File: src/rtl/mem_arb_pkg.sv
// Shared types and constants for the single-port memory arbiter.
//   state_t : transaction FSM states (IDLE -> ISSUE -> [WAIT] -> RESP)
//   owner_t : which requester owns the transaction in flight
//   BE_W    : byte-enable width for the default 32-bit data path
package mem_arb_pkg;

  localparam int unsigned DEF_ADDR_W = 30;
  localparam int unsigned DEF_DATA_W = 32;
  localparam int unsigned BE_W       = DEF_DATA_W / 8;

  typedef enum logic [1:0] {
    IDLE  = 2'd0,
    ISSUE = 2'd1,
    WAIT  = 2'd2,
    RESP  = 2'd3
  } state_t;

  typedef enum logic {
    OWN_IF = 1'b0,
    OWN_D  = 1'b1
  } owner_t;

endpackage

File: src/rtl/mem_arb_prio.sv
// Fixed-priority grant logic (data wins) with a starvation guard for fetch.
// Ports:
//   clk, rst  : clock, synchronous active-high reset
//   if_valid  : fetch request pending
//   d_valid   : data request pending
//   idle      : arbiter FSM is in IDLE and may accept (already reset-gated)
//   grant_if  : fetch is the winner this cycle
//   grant_d   : data is the winner this cycle
module mem_arb_prio
  import mem_arb_pkg::*;
#(
  parameter int unsigned STARVE_MAX = 4
) (
  input  logic clk,
  input  logic rst,
  input  logic if_valid,
  input  logic d_valid,
  input  logic idle,
  output logic grant_if,
  output logic grant_d
);

  localparam logic [3:0] STARVE_LIM = 4'(STARVE_MAX);

  logic [3:0] starve_cnt_q;
  logic [3:0] starve_cnt_d;
  logic       force_if;

  // Once data has won STARVE_LIM times in a row over a waiting fetch,
  // fetch takes the next slot regardless of the data request.
  assign force_if = (starve_cnt_q == STARVE_LIM);
  assign grant_if = idle && if_valid && (!d_valid || force_if);
  assign grant_d  = idle && d_valid && !(if_valid && force_if);

  always_comb begin
    // NOTE: every variable assigned in always_comb gets a default first so no latch is inferred.
    starve_cnt_d = starve_cnt_q;
    if (idle) begin
      if (!if_valid || grant_if) begin
        starve_cnt_d = '0;
      end else if (grant_d && (starve_cnt_q != STARVE_LIM)) begin
        starve_cnt_d = starve_cnt_q + 4'd1;
      end
    end
  end

  always_ff @(posedge clk) begin
    // NOTE: sequential state uses non-blocking assignments so all registers update together.
    if (rst) begin
      starve_cnt_q <= '0;
    end else begin
      starve_cnt_q <= starve_cnt_d;
    end
  end

endmodule

File: src/rtl/mem_arbiter.sv
// Shares one single-port synchronous memory between the instruction-fetch
// port (read-only) and the data port (read/write). One transaction in flight.
// Ports:
//   clk, rst                         : clock, synchronous active-high reset
//   if_req_valid/ready/addr          : fetch request handshake + word address
//   if_rsp_valid/data                : one-cycle fetch response
//   d_req_valid/ready/addr/we/wdata/be : data request handshake + payload
//   d_rsp_valid/data                 : one-cycle read data or write ack (data 0)
//   mem_en/write/addr/write_data/be  : memory command, driven only in ISSUE
//   mem_read_data                    : memory data, valid RD_LAT cycles after mem_en
module mem_arbiter
  import mem_arb_pkg::*;
#(
  parameter int unsigned ADDR_W     = 30,
  parameter int unsigned DATA_W     = 32,
  parameter int unsigned RD_LAT     = 1,
  parameter int unsigned STARVE_MAX = 4
) (
  input  logic                  clk,
  input  logic                  rst,
  input  logic                  if_req_valid,
  output logic                  if_req_ready,
  input  logic [ADDR_W-1:0]     if_req_addr,
  output logic                  if_rsp_valid,
  output logic [DATA_W-1:0]     if_rsp_data,
  input  logic                  d_req_valid,
  output logic                  d_req_ready,
  input  logic [ADDR_W-1:0]     d_req_addr,
  input  logic                  d_req_we,
  input  logic [DATA_W-1:0]     d_req_wdata,
  input  logic [DATA_W/8-1:0]   d_req_be,
  output logic                  d_rsp_valid,
  output logic [DATA_W-1:0]     d_rsp_data,
  output logic                  mem_en,
  output logic                  mem_write,
  output logic [ADDR_W-1:0]     mem_addr,
  output logic [DATA_W-1:0]     mem_write_data,
  output logic [DATA_W/8-1:0]   mem_be,
  input  logic [DATA_W-1:0]     mem_read_data
);

  // Index of the last WAIT cycle; RD_LAT is limited to 1..4.
  localparam logic [1:0] LAT_LAST = 2'(RD_LAT - 1);

  state_t                state_q, state_d;
  owner_t                owner_q, owner_d;
  logic [ADDR_W-1:0]     addr_q, addr_d;
  logic                  we_q, we_d;
  logic [DATA_W-1:0]     wdata_q, wdata_d;
  logic [DATA_W/8-1:0]   be_q, be_d;
  logic [DATA_W-1:0]     rdata_q, rdata_d;
  logic [1:0]            lat_q, lat_d;

  logic idle;
  logic grant_if;
  logic grant_d;

  // Gating with rst keeps every output at 0 while reset is asserted,
  // even in the cycle before the synchronous reset takes effect.
  assign idle = (state_q == IDLE) && !rst;

  mem_arb_prio #(
    .STARVE_MAX (STARVE_MAX)
  ) u_prio (
    .clk      (clk),
    .rst      (rst),
    .if_valid (if_req_valid),
    .d_valid  (d_req_valid),
    .idle     (idle),
    .grant_if (grant_if),
    .grant_d  (grant_d)
  );

  // State register.
  always_ff @(posedge clk) begin
    // NOTE: the payload/data registers are reset too, so the mem_* and rsp
    // outputs can never show stale values from a dropped transaction.
    if (rst) begin
      state_q <= IDLE;
      owner_q <= OWN_IF;
      addr_q  <= '0;
      we_q    <= 1'b0;
      wdata_q <= '0;
      be_q    <= '0;
      rdata_q <= '0;
      lat_q   <= '0;
    end else begin
      state_q <= state_d;
      owner_q <= owner_d;
      addr_q  <= addr_d;
      we_q    <= we_d;
      wdata_q <= wdata_d;
      be_q    <= be_d;
      rdata_q <= rdata_d;
      lat_q   <= lat_d;
    end
  end

  // Next-state logic.
  always_comb begin
    state_d = state_q;
    owner_d = owner_q;
    addr_d  = addr_q;
    we_d    = we_q;
    wdata_d = wdata_q;
    be_d    = be_q;
    rdata_d = rdata_q;
    lat_d   = lat_q;
    unique case (state_q)
      IDLE: begin
        // Payload is sampled only here; requester changes after accept are ignored.
        if (grant_d) begin
          owner_d = OWN_D;
          addr_d  = d_req_addr;
          we_d    = d_req_we;
          wdata_d = d_req_wdata;
          be_d    = d_req_be;
          rdata_d = '0;
          state_d = ISSUE;
        end else if (grant_if) begin
          owner_d = OWN_IF;
          addr_d  = if_req_addr;
          we_d    = 1'b0;
          wdata_d = '0;
          be_d    = '1;
          rdata_d = '0;
          state_d = ISSUE;
        end
      end
      ISSUE: begin
        lat_d   = '0;
        state_d = we_q ? RESP : WAIT;
      end
      WAIT: begin
        if (lat_q == LAT_LAST) begin
          rdata_d = mem_read_data;
          lat_d   = '0;
          state_d = RESP;
        end else begin
          lat_d = lat_q + 2'd1;
        end
      end
      RESP: begin
        rdata_d = '0;
        state_d = IDLE;
      end
      default: state_d = IDLE;
    endcase
  end

  // Output logic.
  always_comb begin
    if_req_ready   = 1'b0;
    d_req_ready    = 1'b0;
    if_rsp_valid   = 1'b0;
    if_rsp_data    = '0;
    d_rsp_valid    = 1'b0;
    d_rsp_data     = '0;
    mem_en         = 1'b0;
    mem_write      = 1'b0;
    mem_addr       = '0;
    mem_write_data = '0;
    mem_be         = '0;
    if (!rst) begin
      unique case (state_q)
        IDLE: begin
          if_req_ready = grant_if;
          d_req_ready  = grant_d;
        end
        ISSUE: begin
          mem_en         = 1'b1;
          mem_write      = we_q;
          mem_addr       = addr_q;
          mem_write_data = wdata_q;
          mem_be         = be_q;
        end
        RESP: begin
          if (owner_q == OWN_D) begin
            d_rsp_valid = 1'b1;
            d_rsp_data  = rdata_q;
          end else begin
            if_rsp_valid = 1'b1;
            if_rsp_data  = rdata_q;
          end
        end
        default: ;
      endcase
    end
  end

endmodule

File: config.mk
export PLATFORM = sky130hd
export DESIGN_NAME = mem_arbiter
export DESIGN_NICKNAME = d
export VERILOG_FILES = /design/src/rtl/mem_arb_pkg.sv /design/src/rtl/mem_arb_prio.sv /design/src/rtl/mem_arbiter.sv
export SDC_FILE = /design/constraint.sdc
export NUM_CORES = 1
export LEC_CHECK = 0
export BUFFER_PORTS_ARGS = -buffer_cell sky130_fd_sc_hd__buf_2
export CELL_PAD_IN_SITES_DETAIL_PLACEMENT = 1
export CELL_PAD_IN_SITES_GLOBAL_PLACEMENT = 1
export CORE_MARGIN = 1.5
export CORE_UTILIZATION = 33
export DETAILED_ROUTE_END_ITERATION = 8
export PLACE_DENSITY_LB_ADDON = 0.1
export SETUP_SLACK_MARGIN = 0.05
export SLEW_MARGIN = 20
export SYNTH_ARGS = -nofsm -noshare
export SYNTH_HDL_FRONTEND = slang
export SYNTH_SLANG_ARGS = --single-unit
File: constraint.sdc
create_clock -name clk -period 2.6 [get_ports clk]
set_input_delay 0.78 -clock clk [delete_from_list [all_inputs] [get_ports clk]]
set_output_delay 0.78 -clock clk [all_outputs]
set_load 0.01 [all_outputs]
# Word-level counts from Yosys, hierarchy flattened
# Cells that the tools add are included.
[totals]
register_bits = 108
in_bits = 133
output_inout_bits = 136
elab_cells = 88
[op_classes]
addsub = 2
n_eq_ne = 7
n_mux = 47
reduce_logical = 23
[op_table]
columns = ["cell", "count"]
rows = [
  ["$mux W32", 12],
  ["$mux W30", 4],
  ["$pmux W32 S3", 1],
  ["$mux W4", 6],
  ["$mux W1", 18],
  ["$mux W2", 4],
  ["$pmux W2 S4", 1],
  ["$logic_and A1 B1 Y1", 7],
  ["$reduce_and A2 Y1", 3],
  ["$reduce_bool A2 Y1", 3],
  ["$add A4 B1 Y4 const B", 1],
  ["$eq A2 B2 Y1 const B", 2],
  ["$eq A4 B3 Y1 const B", 1],
  ["$logic_not A1 Y1", 4],
  ["$logic_not A2 Y1", 2],
  ["$ne A4 B3 Y1 const B", 1],
  ["$pmux W2 S2", 1],
  ["$ne A3 B3 Y1 const B", 1],
  ["$reduce_and A3 Y1", 1],
  ["$reduce_bool A3 Y1", 1],
  ["$add A2 B1 Y2 const B", 1],
  ["$eq A2 B1 Y1 const B", 1],
  ["$logic_or A1 B1 Y1", 2],
  ["$ne A2 B2 Y1 const B", 1],
]

# Logic depth before layout (Yosys ltp)
# Gate-level depths: netlist (run 1).
[logic_depth]
word_depth = 7
ltp_mapped = 8

# Modules after synthesis
# A second synthesis (run 1) with hierarchy kept.
[unflattened]
hier_cells = 632
area_unflattened_um2 = 5550.3
[modules_own_cells]
columns = ["mod", "n_inst", "cells_each", "area_per_inst_um2", "seq_area_each_um2"]
rows = [
  ["mem_arbiter", 1, 601, 5295.1, 2082.0],
  ["mem_arb_prio", 1, 31, 255.2, 80.1],
]

# Worst setup path before layout (run 1)
# No wires, ideal clock.
[synth_path]
path_kind = "input to output"
startpoint = "in rst"
endpoint = "out if_req_ready"
arrival_time_ps = 1698
required_ps = 1820
setup_slack_ps = 122
cell_stages = 5
n_path_buf = 3
path_cell_list = "buf_6 > nand2b_1 > buf_2 > buf_2 > a211oi_1"
[synth_between]
elab_chain_len = 6
[synth_lines]
columns = ["item", "line", "text"]
rows = [
  ["start: declaration", "mem_arbiter.sv:20", "input logic rst,"],
  ["$logic_not A1 Y1", "--", ""],
  ["$logic_and A1 B1 Y1", "mem_arbiter.sv:60", "assign idle = (state_q == IDLE) && !rst;"],
  ["$logic_and A1 B1 Y1 (2 in series)", "mem_arb_prio.sv:32", "assign grant_if = idle && if_valid && (!d_valid || force_if);"],
  ["$mux W1", "mem_arbiter.sv:165", "unique case (state_q)"],
  ["$mux W1 (*)", "mem_arbiter.sv:164", "if (!rst) begin"],
  ["end: declaration", "mem_arbiter.sv:22", "output logic if_req_ready,"],
]
# Mark *: on every way between the ends. The rest lies on a longest branch, timed or not.

# Final worst setup path (run 1)
[layout_path]
startpoint = "in rst"
endpoint = "out mem_addr[25]"
[layout_between]
elab_chain_len = 1
[layout_lines]
columns = ["item", "line", "text"]
rows = [
  ["$mux W30", "mem_arbiter.sv:164", ""],
  ["end: declaration", "mem_arbiter.sv:36", "output logic [ADDR_W-1:0] mem_addr,"],
]
# No other way between the ends.

==> results of run 1 <==
Yosys cell counts (all sizes together):
| cell type | instances |
|---|---|
| nor3 | 1 |
| nor2b | 3 |
| clkbuf | 49 |
| and4b | 1 |
| nand2b | 4 |
| o41ai | 23 |
| a21oi | 40 |
| nand4b | 2 |
| nand3b | 3 |
| nand3 | 76 |
| and2 | 133 |
| buf | 36 |
| o21ai | 95 |
| o221ai | 1 |
| nand4bb | 1 |
| nor2 | 2 |
| o311ai | 32 |
| a221oi | 1 |
| nand2 | 27 |
| o211ai | 1 |
| ha | 10 |
| dfxtp | 108 |
| o21ba | 1 |
| o21a | 1 |
| and3 | 2 |
| o221a | 4 |
| o31ai | 10 |
| a31oi | 32 |
| nor3b | 2 |
| and3b | 1 |
| a211oi | 2 |
| inv | 10 |
| nand4 | 1 |
kinds of logic after synthesis:
logic type                 Yosys count
AOI/OAI and AO/OA                  243
and+or+nand+nor                    259
adders and majority gates           10
buffers and inverters               95
DFF                                108
worst min path at each step:
| stage | slack, ns | cells after the start | end |
|---|---|---|---|
| after global placement | 0.45 | 2 | lat_q[0]$_SDFFE_PP0P_ |
| final | 0.47 | 2 | wdata_q[19]$_SDFFE_PP0P_ |
| after CTS | 0.48 | 2 | wdata_q[15]$_SDFFE_PP0P_ |
| after floorplan | 0.45 | 2 | lat_q[0]$_SDFFE_PP0P_ |
| after global routing | 0.51 | 2 | lat_q[0]$_SDFFE_PP0P_ |
| after detailed placement | 0.47 | 2 | wdata_q[3]$_SDFFE_PP0P_ |
flip-flops by register name, indices dropped and copies added, names as in the netlist:
signal and flops:
be_q 4, u_prio.starve_cnt_q 4, we_q 1, addr_q 30, owner_q 1, wdata_q 32, state_q 2, rdata_q 32
lat_q 2
cell type report:
type	instances	share of cell area, %
flip-flops and latches	108	28.3
clock inverters	2	0.131
clock buffers	13	3.40
inverters	10	0.490
multi-input cells	512	42.2
well taps	225	3.67
repair buffers	297	21.8
power breakdown:
part / total [mW] / switching, mW / internal, mW
Combinational: 2.09 / 1.30 / 0.787
Clock: 1.29 / 0.596 / 0.696
Sequential: 2.14 / 0.167 / 1.97
Total: 5.52 / 2.06 / 3.45
per-stage QoR:
stage                     total power, mW  instances
after CTS                            5.53       1167
after floorplan                      3.44        715
after detailed placement             4.10       1148
after global routing                 5.88       1167
after global placement               4.00       1148
final                                5.52       1167
routing by layer:
metal,part of all wire [%],up-vias,wire [um]
met2,50,214,10500
met1,41,3034,8630
met3,6.7,30,1410
met5,0,-,0
li1,-,3024,-
met4,2.0,0,430
worst register-to-register path, delay by kind of cell (launching register included):
family	cells	cell delay [ns]
flip-flops	1	0.39
adder cells (fa/ha/maj)	1	0.24
AO/OA/AOI/OAI	2	0.57
buffers and inverters	3	0.57
AND/OR/NAND/NOR	1	0.18
what timing repair did:
item,4_1_cts,5_1_grt
pin swaps,0,0
gates cloned,2,0
setup endpoints to repair,55,45
buffers inserted,2,0
resized for setup,7,7
==> impl_metrics.env, run 1 <==
export IMPL_status="finished, final reports clean"
export IMPL_final_setup_worst_slack_ns=0.0622
export IMPL_synth_xor_xnor_area_share_pct=0
export IMPL_gr_usage_met1_pct=25.6
export IMPL_num_rows=48
export IMPL_routedWlPerCell_um=18.0
export IMPL_grt_pass1_vias=6452
export IMPL_core_um2=17200
export IMPL_cts_path_max_buffers=2
export IMPL_fmax_mhz=394
export IMPL_grt_max_degree=76
export IMPL_diodes=0
export IMPL_synth_mux_area_share_pct=0
export IMPL_crit_chain="buf_2 -> nor2b_4 -> bufbuf_16 -> and2_1 -> buf_2"
export IMPL_worstPathRequired_ns=1.82
export IMPL_nets=1081
export IMPL_cts_tree="built"
export IMPL_cp_depth=5
export IMPL_drt_iter0_markers=286
export IMPL_grt_ovfl_total=0
export IMPL_drv_slew=0
export IMPL_synth_cell_types=42
export IMPL_clock_skew_ns=0.00981
export IMPL_worst_slew_pin_slew_ns=0.740
export IMPL_yosysWarnings=0
export IMPL_yosys_area_top_type_share_pct=37.2
export IMPL_cp_end_kind="primary output"
export IMPL_pin_count=269
export IMPL_synth_compound_area_share_pct=26.8
export IMPL_clock_sinks=108
export IMPL_layout_common_cells="266 x buf_2, 133 x and2_1, 106 x dfxtp_1"
export IMPL_grt_busiest_layer="met2"
export IMPL_antenna_found_initial=0
export IMPL_synth_area_leaders="dfxtp_1 37%, and2_1 14%, o21ai_0 7.7%"
export IMPL_crit_family="buffers and inverters"
export IMPL_clkSlewWorstSetupHoldPaths_ns=0.07
export IMPL_use_met2_pct=40.7
export IMPL_crit_top_cell="buf_2"
export IMPL_drt_wl_total_um=21000
export IMPL_r2r_slack_ns=0.52
export IMPL_setup_worst_path_class="primary input to primary output"
export IMPL_arrival_ns=1.76
export IMPL_cts_root_buffer="clkbuf_16"
export IMPL_yosys_register_bits=108
export IMPL_leakagePower_nw=3.42
export IMPL_period_share_pct=97.6
export IMPL_cts_max_level=3
export IMPL_critPathBufInv=3
export IMPL_crit_path_start="rst"
export IMPL_hold_viol_final=0
export IMPL_maxSlewHeadroom_pct=50.6
export IMPL_grt_first_pass_wirelength_um=32900
export IMPL_cts_buffers=9
export IMPL_utilization_pct=44.4
export IMPL_vias=6302
export IMPL_power_density_nw_per_um2=720
export IMPL_syn_avg_cell_area_um2=8.12
export IMPL_fin_area_um2=7660
export IMPL_setup_viol=0
export IMPL_preCtsSetupSlack_ns=0.106
export IMPL_hold_ws_ns=0.474
export IMPL_synthAdderAreaFrac_pct=2.16
export IMPL_fin_tns_setup_ns=0
export IMPL_ir_worst_vdd_mv=0.354
export IMPL_drc_errors=0
export IMPL_hold_path_class="flop to flop"
export IMPL_seqCellArea_um2=2170
export IMPL_portBuffers=268
export IMPL_synth_nets=858
export IMPL_place_congestion=0.764
export IMPL_synth_top_family_by_area="compound AO/OA/AOI/OAI gates"
export IMPL_dp_hpwl_um=14100
export IMPL_syn_cell_area_um2=5800
export IMPL_cap_violations=0
export IMPL_grt_use_total_pct=22.4
export IMPL_place_area_um2=7260
export IMPL_worstSkewPairLatency_ns=0.35
export IMPL_hold_buffers=0
export IMPL_final_antenna_net_count=0
export IMPL_synth_simple_area_share_pct=26.1
export IMPL_rr_endpoint="rdata_q[11]$_SDFFE_PP0P_"
export IMPL_critPathMaxStageDelay_ns=0.33
export IMPL_start_kind="primary input"
export IMPL_drive_above_1_share_pct=35.1
export IMPL_worstSetupEndpoint="mem_addr[25]"
export IMPL_period_minus_slack_ns=2.54
export IMPL_cp_slowest_cell="bufbuf_16"
export IMPL_start_util_pct=33.7
export IMPL_critical_path_max_fanout=22
export IMPL_ff2ff_path_depth=7
export IMPL_dieArea_um2=18400
export IMPL_dieHeight_um=136
export IMPL_nFillCells=2177
export IMPL_synth_largest_area_cell="dfxtp_1"
export IMPL_first_pass_iters=4
export IMPL_min_delay_start="wdata_q[19]$_SDFFE_PP0P_"
export IMPL_synthCells=715
export IMPL_final_common_cell="buf_2"
export IMPL_multi_input_comb_area_um2=3230
export IMPL_die_x_um=136
export IMPL_area_growth_pct=32.0
export IMPL_via_per_inst=5.40
export IMPL_synth_seq_area_share_pct=37.2
export IMPL_r2r_start="state_q[0]$_SDFFE_PP0P_"
export IMPL_rsz0062_at_grt="true"
export IMPL_use_met3_pct=4.90
(Power assumes the default switching activity.)
==> run 2, diff against run 1 <==
--- a/config.mk
+++ b/config.mk
@@ -5,11 +5,12 @@
 export SDC_FILE = /design/constraint.sdc
 export NUM_CORES = 1
 export LEC_CHECK = 0
+export ABC_AREA = 1
 export BUFFER_PORTS_ARGS = -buffer_cell sky130_fd_sc_hd__buf_2
 export CELL_PAD_IN_SITES_DETAIL_PLACEMENT = 1
 export CELL_PAD_IN_SITES_GLOBAL_PLACEMENT = 1
 export CORE_MARGIN = 1.5
-export CORE_UTILIZATION = 33
+export CORE_UTILIZATION = 31
 export DETAILED_ROUTE_END_ITERATION = 8
 export PLACE_DENSITY_LB_ADDON = 0.1
 export SETUP_SLACK_MARGIN = 0.05
==> run 2 against run 1 <==
Against the previous run: hold slack got worse by 0.0067 ns; final area grew 2.1%; sequential power grew 3%; combinational power increased by 35%; clock power up 20%; largest cell class unchanged; sequential share of layout area shrank 0.57 points; synthesized cell count rose by 37%; clock skew is 0.0023 ns higher.
==> impl_metrics.env, run 2 <==
export IMPL_cp_depth=4
export IMPL_drt_wl_total_um=20000
export IMPL_grt_ovfl_total=0
export IMPL_cap_violations=0
export IMPL_syn_avg_cell_area_um2=5.94
export IMPL_critPathBufInv=3
export IMPL_worstPathRequired_ns=1.82
export IMPL_clock_sinks=108
export IMPL_cp_slowest_cell="buf_12"
export IMPL_cts_path_max_buffers=2
export IMPL_grt_use_total_pct=20.4
export IMPL_holdPathStages=2
export IMPL_cts_max_level=3
export IMPL_hold_path_class="flop to flop"
export IMPL_period_minus_slack_ns=2.45
export IMPL_final_cells=1451
export IMPL_total_power_mw=6.56
export IMPL_utilization_pct=42.9
export IMPL_synthCells=981
export IMPL_cts_buffers=9
export IMPL_antenna_found_initial=1
export IMPL_drc_errors=0
export IMPL_drive_above_1_share_pct=26.5
export IMPL_post_synth_top_count_cell="nand2_1"
export IMPL_rsz0062_at_grt="true"
export IMPL_dieArea_um2=19600
export IMPL_synth_edf_count=0
export IMPL_synth_nets=1124
export IMPL_ys_flop_type="dfxtp_1"
export IMPL_critPathMaxStageDelay_ns=0.38
export IMPL_clock_skew_ns=0.0121
export IMPL_portBuffers=268
export IMPL_synth_largest_area_cell="dfxtp_1"
export IMPL_clkSlewWorstSetupHoldPaths_ns=0.08
export IMPL_final_setup_worst_slack_ns=0.152
export IMPL_synth_common_cells="308 x nand2_1, 189 x nor2_1, 120 x inv_1, 108 x dfxtp_1, 88 x nand3_1"
export IMPL_area_growth_pct=34.1
export IMPL_diodes=0
export IMPL_syn_cell_area_um2=5830
export IMPL_drv_slew=0
export IMPL_final_antenna_net_count=0
export IMPL_vias=6659
export IMPL_power_density_nw_per_um2=839
export IMPL_core_um2=18200
export IMPL_period_share_pct=94.2
export IMPL_cts_root_buffer="clkbuf_16"
export IMPL_place_area_um2=7430
export IMPL_synth_seq_area_share_pct=37.1
export IMPL_fmax_mhz=408
export IMPL_ir_worst_vdd_mv=0.560
export IMPL_final_common_cell="nand2_1"
export IMPL_die_x_um=140
export IMPL_critical_path_max_fanout=115
export IMPL_leakagePower_nw=4.39
export IMPL_preCtsSetupSlack_ns=0.0638
export IMPL_crit_family="buffers and inverters"
export IMPL_dp_hpwl_um=13800
export IMPL_largestRegisters="rdata_q: 32 flops, wdata_q: 32 flops, addr_q: 30 flops"
export IMPL_status="finished, final reports clean"
export IMPL_routedWlPerCell_um=13.8
export IMPL_synth_cell_types=23
export IMPL_layout_common_cells="307 x nand2_1, 267 x buf_2, 189 x nor2_1"
export IMPL_nFillCells=2518
export IMPL_hold_ws_ns=0.467
export IMPL_setup_worst_path_class="primary input to primary output"
export IMPL_via_per_inst=4.59
export IMPL_yosys_register_bits=108
export IMPL_dieHeight_um=140
export IMPL_worst_slew_pin_slew_ns=0.603
export IMPL_pin_count=269
export IMPL_grt_max_degree=116
export IMPL_grt_pass1_vias=6559
export IMPL_fin_tns_setup_ns=0
export IMPL_yosys_area_top_type_share_pct=37.1
export IMPL_post_cts_buffers=0
export IMPL_cp_end_kind="primary output"
export IMPL_setup_viol=0
export IMPL_fin_area_um2=7820
export IMPL_cts_tree="built"
export IMPL_drt_iter0_markers=271
export IMPL_hold_viol_final=0
export IMPL_num_rows=49
export IMPL_arrival_ns=1.67
export IMPL_synth_area_leaders="dfxtp_1 37%, nand2_1 20%, nor2_1 12%"
export IMPL_start_util_pct=32.0
export IMPL_worstSkewPairLatency_ns=0.36
export IMPL_yosysWarnings=0
export IMPL_first_pass_iters=4
export IMPL_maxSlewHeadroom_pct=59.8
export IMPL_crit_chain="buf_4 -> buf_12 -> nor2_1 -> buf_2"
export IMPL_grt_first_pass_wirelength_um=32500
export IMPL_nets=1360
export IMPL_ff2ff_path_depth=8
export IMPL_dp_cells=1434
export IMPL_start_kind="primary input"
export IMPL_place_congestion=0.771
export IMPL_async_flop_share_pct=0
==> run 2: cell types whose count changed after synthesis, moves of 32 or more <==
cell,before,now
nand2_1,27,308
nor2_1,0,189
and2_1,133,0
inv_1,10,120
o21ai_0,89,27
a31oi_1,32,0
==> run 2: logic make-up (layout without fill, tap and decap cells) <==
group	Yosys count	count (layout)	share of synthesized area (%)
AOI/OAI and AO/OA	79	79	6.97
adders and majority gates	10	10	2.15
buffers and inverters	191	432	13.1
DFF	108	108	37.1
and+or+nand+nor	593	593	40.7
==> run 2: worst min-delay path, cell delays in order, from the launching register on <==
cell	delay [ns]
dfxtp_1	0.31
nand2_1	0.06
a21oi_1	0.05
==> run 2: path summary, 6_finish.rpt <==
kind                                start                       to  slack (ns)
setup / recovery                      rst        mem_write_data[0]        0.15
hold / removal          we_q$_SDFFE_PP0P_        we_q$_SDFFE_PP0P_        0.47
setup reg to reg  state_q[0]$_SDFFE_PP0P_  rdata_q[2]$_SDFFE_PP0P_        0.67
hold reg to reg         we_q$_SDFFE_PP0P_        we_q$_SDFFE_PP0P_        0.47
==> run 2: repair_timing <==
action | in CTS | in global routing
endpoints found under the setup margin | 35 | 61
cloned | 0 | 1
gates resized for setup | 4 | 6
hold buffers | 0 | 0
==> run 2: layout make-up <==
cell class / count / area, um^2 / share of cell area [%]
Clock buffer: 9 / 225 / 2.88
Clock inverter: 7 / 104 / 1.33
Inverter: 124 / 465 / 5.95
Multi-Input combinational cell: 682 / 2940 / 37.5
Sequential cell: 108 / 2170 / 27.7
Tap cell: 229 / 287 / 3.66
Timing Repair Buffer: 292 / 1640 / 20.9
==> run 2: metal layers <==
metal / global-route usage, % / vias to the layer above / part of all wire (%)
met5: 0 / - / 0.060
met4: 5.10 / 2 / 1.2
met3: 4.68 / 20 / 6.6
met2: 35.0 / 195 / 47
met1: 25.8 / 3013 / 46
li1: - / 3429 / -
==> run 2: power breakdown <==
group	leakage, nW	internal, mW	switching [mW]	total (mW)
registers	0.888	2.04	0.156	2.20
logic	3.34	0.992	1.83	2.82
clock network	0.161	0.860	0.686	1.55
total	4.39	3.89	2.67	6.56
==> run 3, diff against run 2 <==
==> constraint.sdc (replaced) <==
create_clock -name clk -period 2.6 [get_ports clk]
set_input_delay 0.26 -clock clk [delete_from_list [all_inputs] [get_ports clk]]
set_output_delay 0.26 -clock clk [all_outputs]
set_load 0.01 [all_outputs]
==> run 3 against run 2 <==
Against the previous run: register-to-register slack got worse by 0.08 ns; sequential share of layout area increased by 0.56 points; utilization decreased by 0.96 points; first-iteration DRC count decreased by 2.2%; highest routed layer unchanged; hold slack got worse by 0.34 ns; cell count decreased by 0.41%; critical path depth increased by 2; largest cell class unchanged.
==> impl_metrics.env, run 3 (synthesis results as in run 2) <==
export IMPL_status="finished, final reports clean"
export IMPL_grt_use_total_pct=20.2
export IMPL_grt_pass1_vias=6490
export IMPL_critical_path_max_fanout=16
export IMPL_preCtsSetupSlack_ns=0.584
export IMPL_cts_max_level=3
export IMPL_rsz0062_at_grt="false"
export IMPL_first_pass_iters=4
export IMPL_layout_common_cells="307 x nand2_1, 267 x buf_2, 189 x nor2_1"
export IMPL_cp_end_kind="primary output"
export IMPL_ir_worst_vdd_mv=0.451
export IMPL_power_share_switching_pct=41.3
export IMPL_core_um2=18200
export IMPL_period_share_pct=90.6
export IMPL_use_met2_pct=34.6
export IMPL_via_per_inst=4.57
export IMPL_cts_root_buffer="clkbuf_16"
export IMPL_power_density_nw_per_um2=814
export IMPL_cts_tree="built"
export IMPL_grt_first_pass_wirelength_um=32400
export IMPL_seqCellArea_um2=2160
export IMPL_grt_ovfl_total=0
export IMPL_dieArea_um2=19600
export IMPL_portBuffers=268
export IMPL_clkSlewWorstSetupHoldPaths_ns=0.07
export IMPL_nets=1355
export IMPL_utilization_pct=42.0
export IMPL_drive_above_1_share_pct=25.9
export IMPL_setup_viol=0
export IMPL_total_power_mw=6.22
export IMPL_die_x_um=140
export IMPL_drc_errors=0
export IMPL_final_setup_worst_slack_ns=0.244
export IMPL_hold_buffers=0
export IMPL_nFillCells=2575
export IMPL_dieHeight_um=140
export IMPL_worstPathRequired_ns=2.34
export IMPL_period_minus_slack_ns=2.36
export IMPL_place_congestion=0.766
export IMPL_p_int_mw=3.65
export IMPL_arrival_ns=2.10
export IMPL_final_antenna_net_count=0
export IMPL_leakagePower_nw=4.30
export IMPL_p_switching_mw=2.57
export IMPL_combPwrFrac_pct=42.3
export IMPL_diodes=0
export IMPL_start_kind="flop"
export IMPL_largestRegisters="rdata_q: 32 flops, wdata_q: 32 flops, addr_q: 30 flops"
export IMPL_grt_busiest_layer="met2"
export IMPL_routedWlPerCell_um=13.8
export IMPL_clock_sinks=108
export IMPL_num_rows=49
export IMPL_vias=6598
export IMPL_use_met3_pct=5.06
export IMPL_pin_count=269
export IMPL_final_common_cell="nand2_1"
export IMPL_hold_path_class="primary input to flop"
export IMPL_start_util_pct=32.0
export IMPL_area_growth_pct=31.1
export IMPL_r2r_slack_ns=0.59
export IMPL_hold_viol_final=0
export IMPL_worst_slew_pin_slew_ns=0.705
export IMPL_grt_max_degree=69
export IMPL_fmax_mhz=424
export IMPL_antenna_found_initial=2
export IMPL_setup_worst_path_class="flop to primary output"
export IMPL_dp_hpwl_um=13800
export IMPL_drt_wl_total_um=20000
export IMPL_cts_path_max_buffers=2
export IMPL_seq_power_share_pct=35.2
export IMPL_fin_tns_setup_ns=0
export IMPL_drt_iter0_markers=265
export IMPL_p_clk_share_pct=22.6
export IMPL_cap_violations=0
export IMPL_clock_skew_ns=0.00962
export IMPL_worstSkewPairLatency_ns=0.36
export IMPL_gr_usage_met1_pct=26.0
export IMPL_drv_slew=0
export IMPL_multi_input_comb_area_um2=2910
export IMPL_cts_buffers=9
export IMPL_maxSlewHeadroom_pct=53.0
export IMPL_hold_ws_ns=0.129
run 3: cell types whose count changed in the layout (fill, tap and decap cells not counted), moves of 2 or more:
cell        previous run  this run
buf_12                 7         3
buf_6                  2         0
clkinvlp_4             0         5
dfxtp_1              106       108
ha_4                   2         0
inv_6                  3         0
run 3: metal layers:
| layer | wire (um) | vias to the layer above |
|---|---|---|
| met5 | 26 | - |
| met4 | 127 | 4 |
| li1 | - | 3408 |
| met3 | 1240 | 14 |
| met1 | 9220 | 2995 |
| met2 | 9350 | 177 |
run 3: worst max-delay path: stages (launching register included):
cell and delay (ns):
dfxtp_1 0.41, ha_1 0.19, inv_1 0.05, nor3_2 0.36, clkinvlp_4 0.41, nor2_1 0.17, buf_2 0.15
run 3: cell type report:
cell class	instances	area share [%]
Tap cell	229	3.75
Timing Repair Buffer	286	19.8
Clock inverter	6	0.867
Multi-Input combinational cell	682	38.1
Inverter	124	6.14
Timing Repair inverter	1	0.0982
Sequential cell	108	28.3
Clock buffer	9	2.95
run 3: worst paths after layout:
kind	from	end	cells past startpoint
worst max-delay path	state_q[1]$_SDFFE_PP0P_	if_rsp_data[22]	6
worst max register to register	state_q[0]$_SDFFE_PP0P_	wdata_q[11]$_SDFFE_PP0P_	9
worst min register to register	we_q$_SDFFE_PP0P_	we_q$_SDFFE_PP0P_	2
worst min-delay path	d_req_be[0]	be_q[0]$_SDFFE_PP0P_	3
run 3: power by group through the flow:
stage | Clock (mW) | Sequential, mW | Combinational [mW]
final | 1.40 | 2.19 | 2.63
after CTS | 1.47 | 2.19 | 2.67
after global routing | 1.52 | 2.23 | 3.08
after floorplan | 0 | 2.19 | 1.92
after global placement | 0 | 2.21 | 2.62
after detailed placement | 0 | 2.23 | 2.65
run 3: through the flow:
| step | cell area (um^2) | cells |
|---|---|---|
| 2_1_floorplan | 5830 | 981 |
| 3_3_place_gp | 7330 | 1428 |
| 3_5_place_dp | 7330 | 1428 |
| 6_report | 7650 | 1445 |
| 4_1_cts | 7620 | 1443 |
| 5_1_grt | 7650 | 1445 |
run 3: what timing repair did:
action                                  4_1_cts  5_1_grt
setup buffers                                 0        1
endpoints found under the setup margin        0       17
resized for setup                             0        3
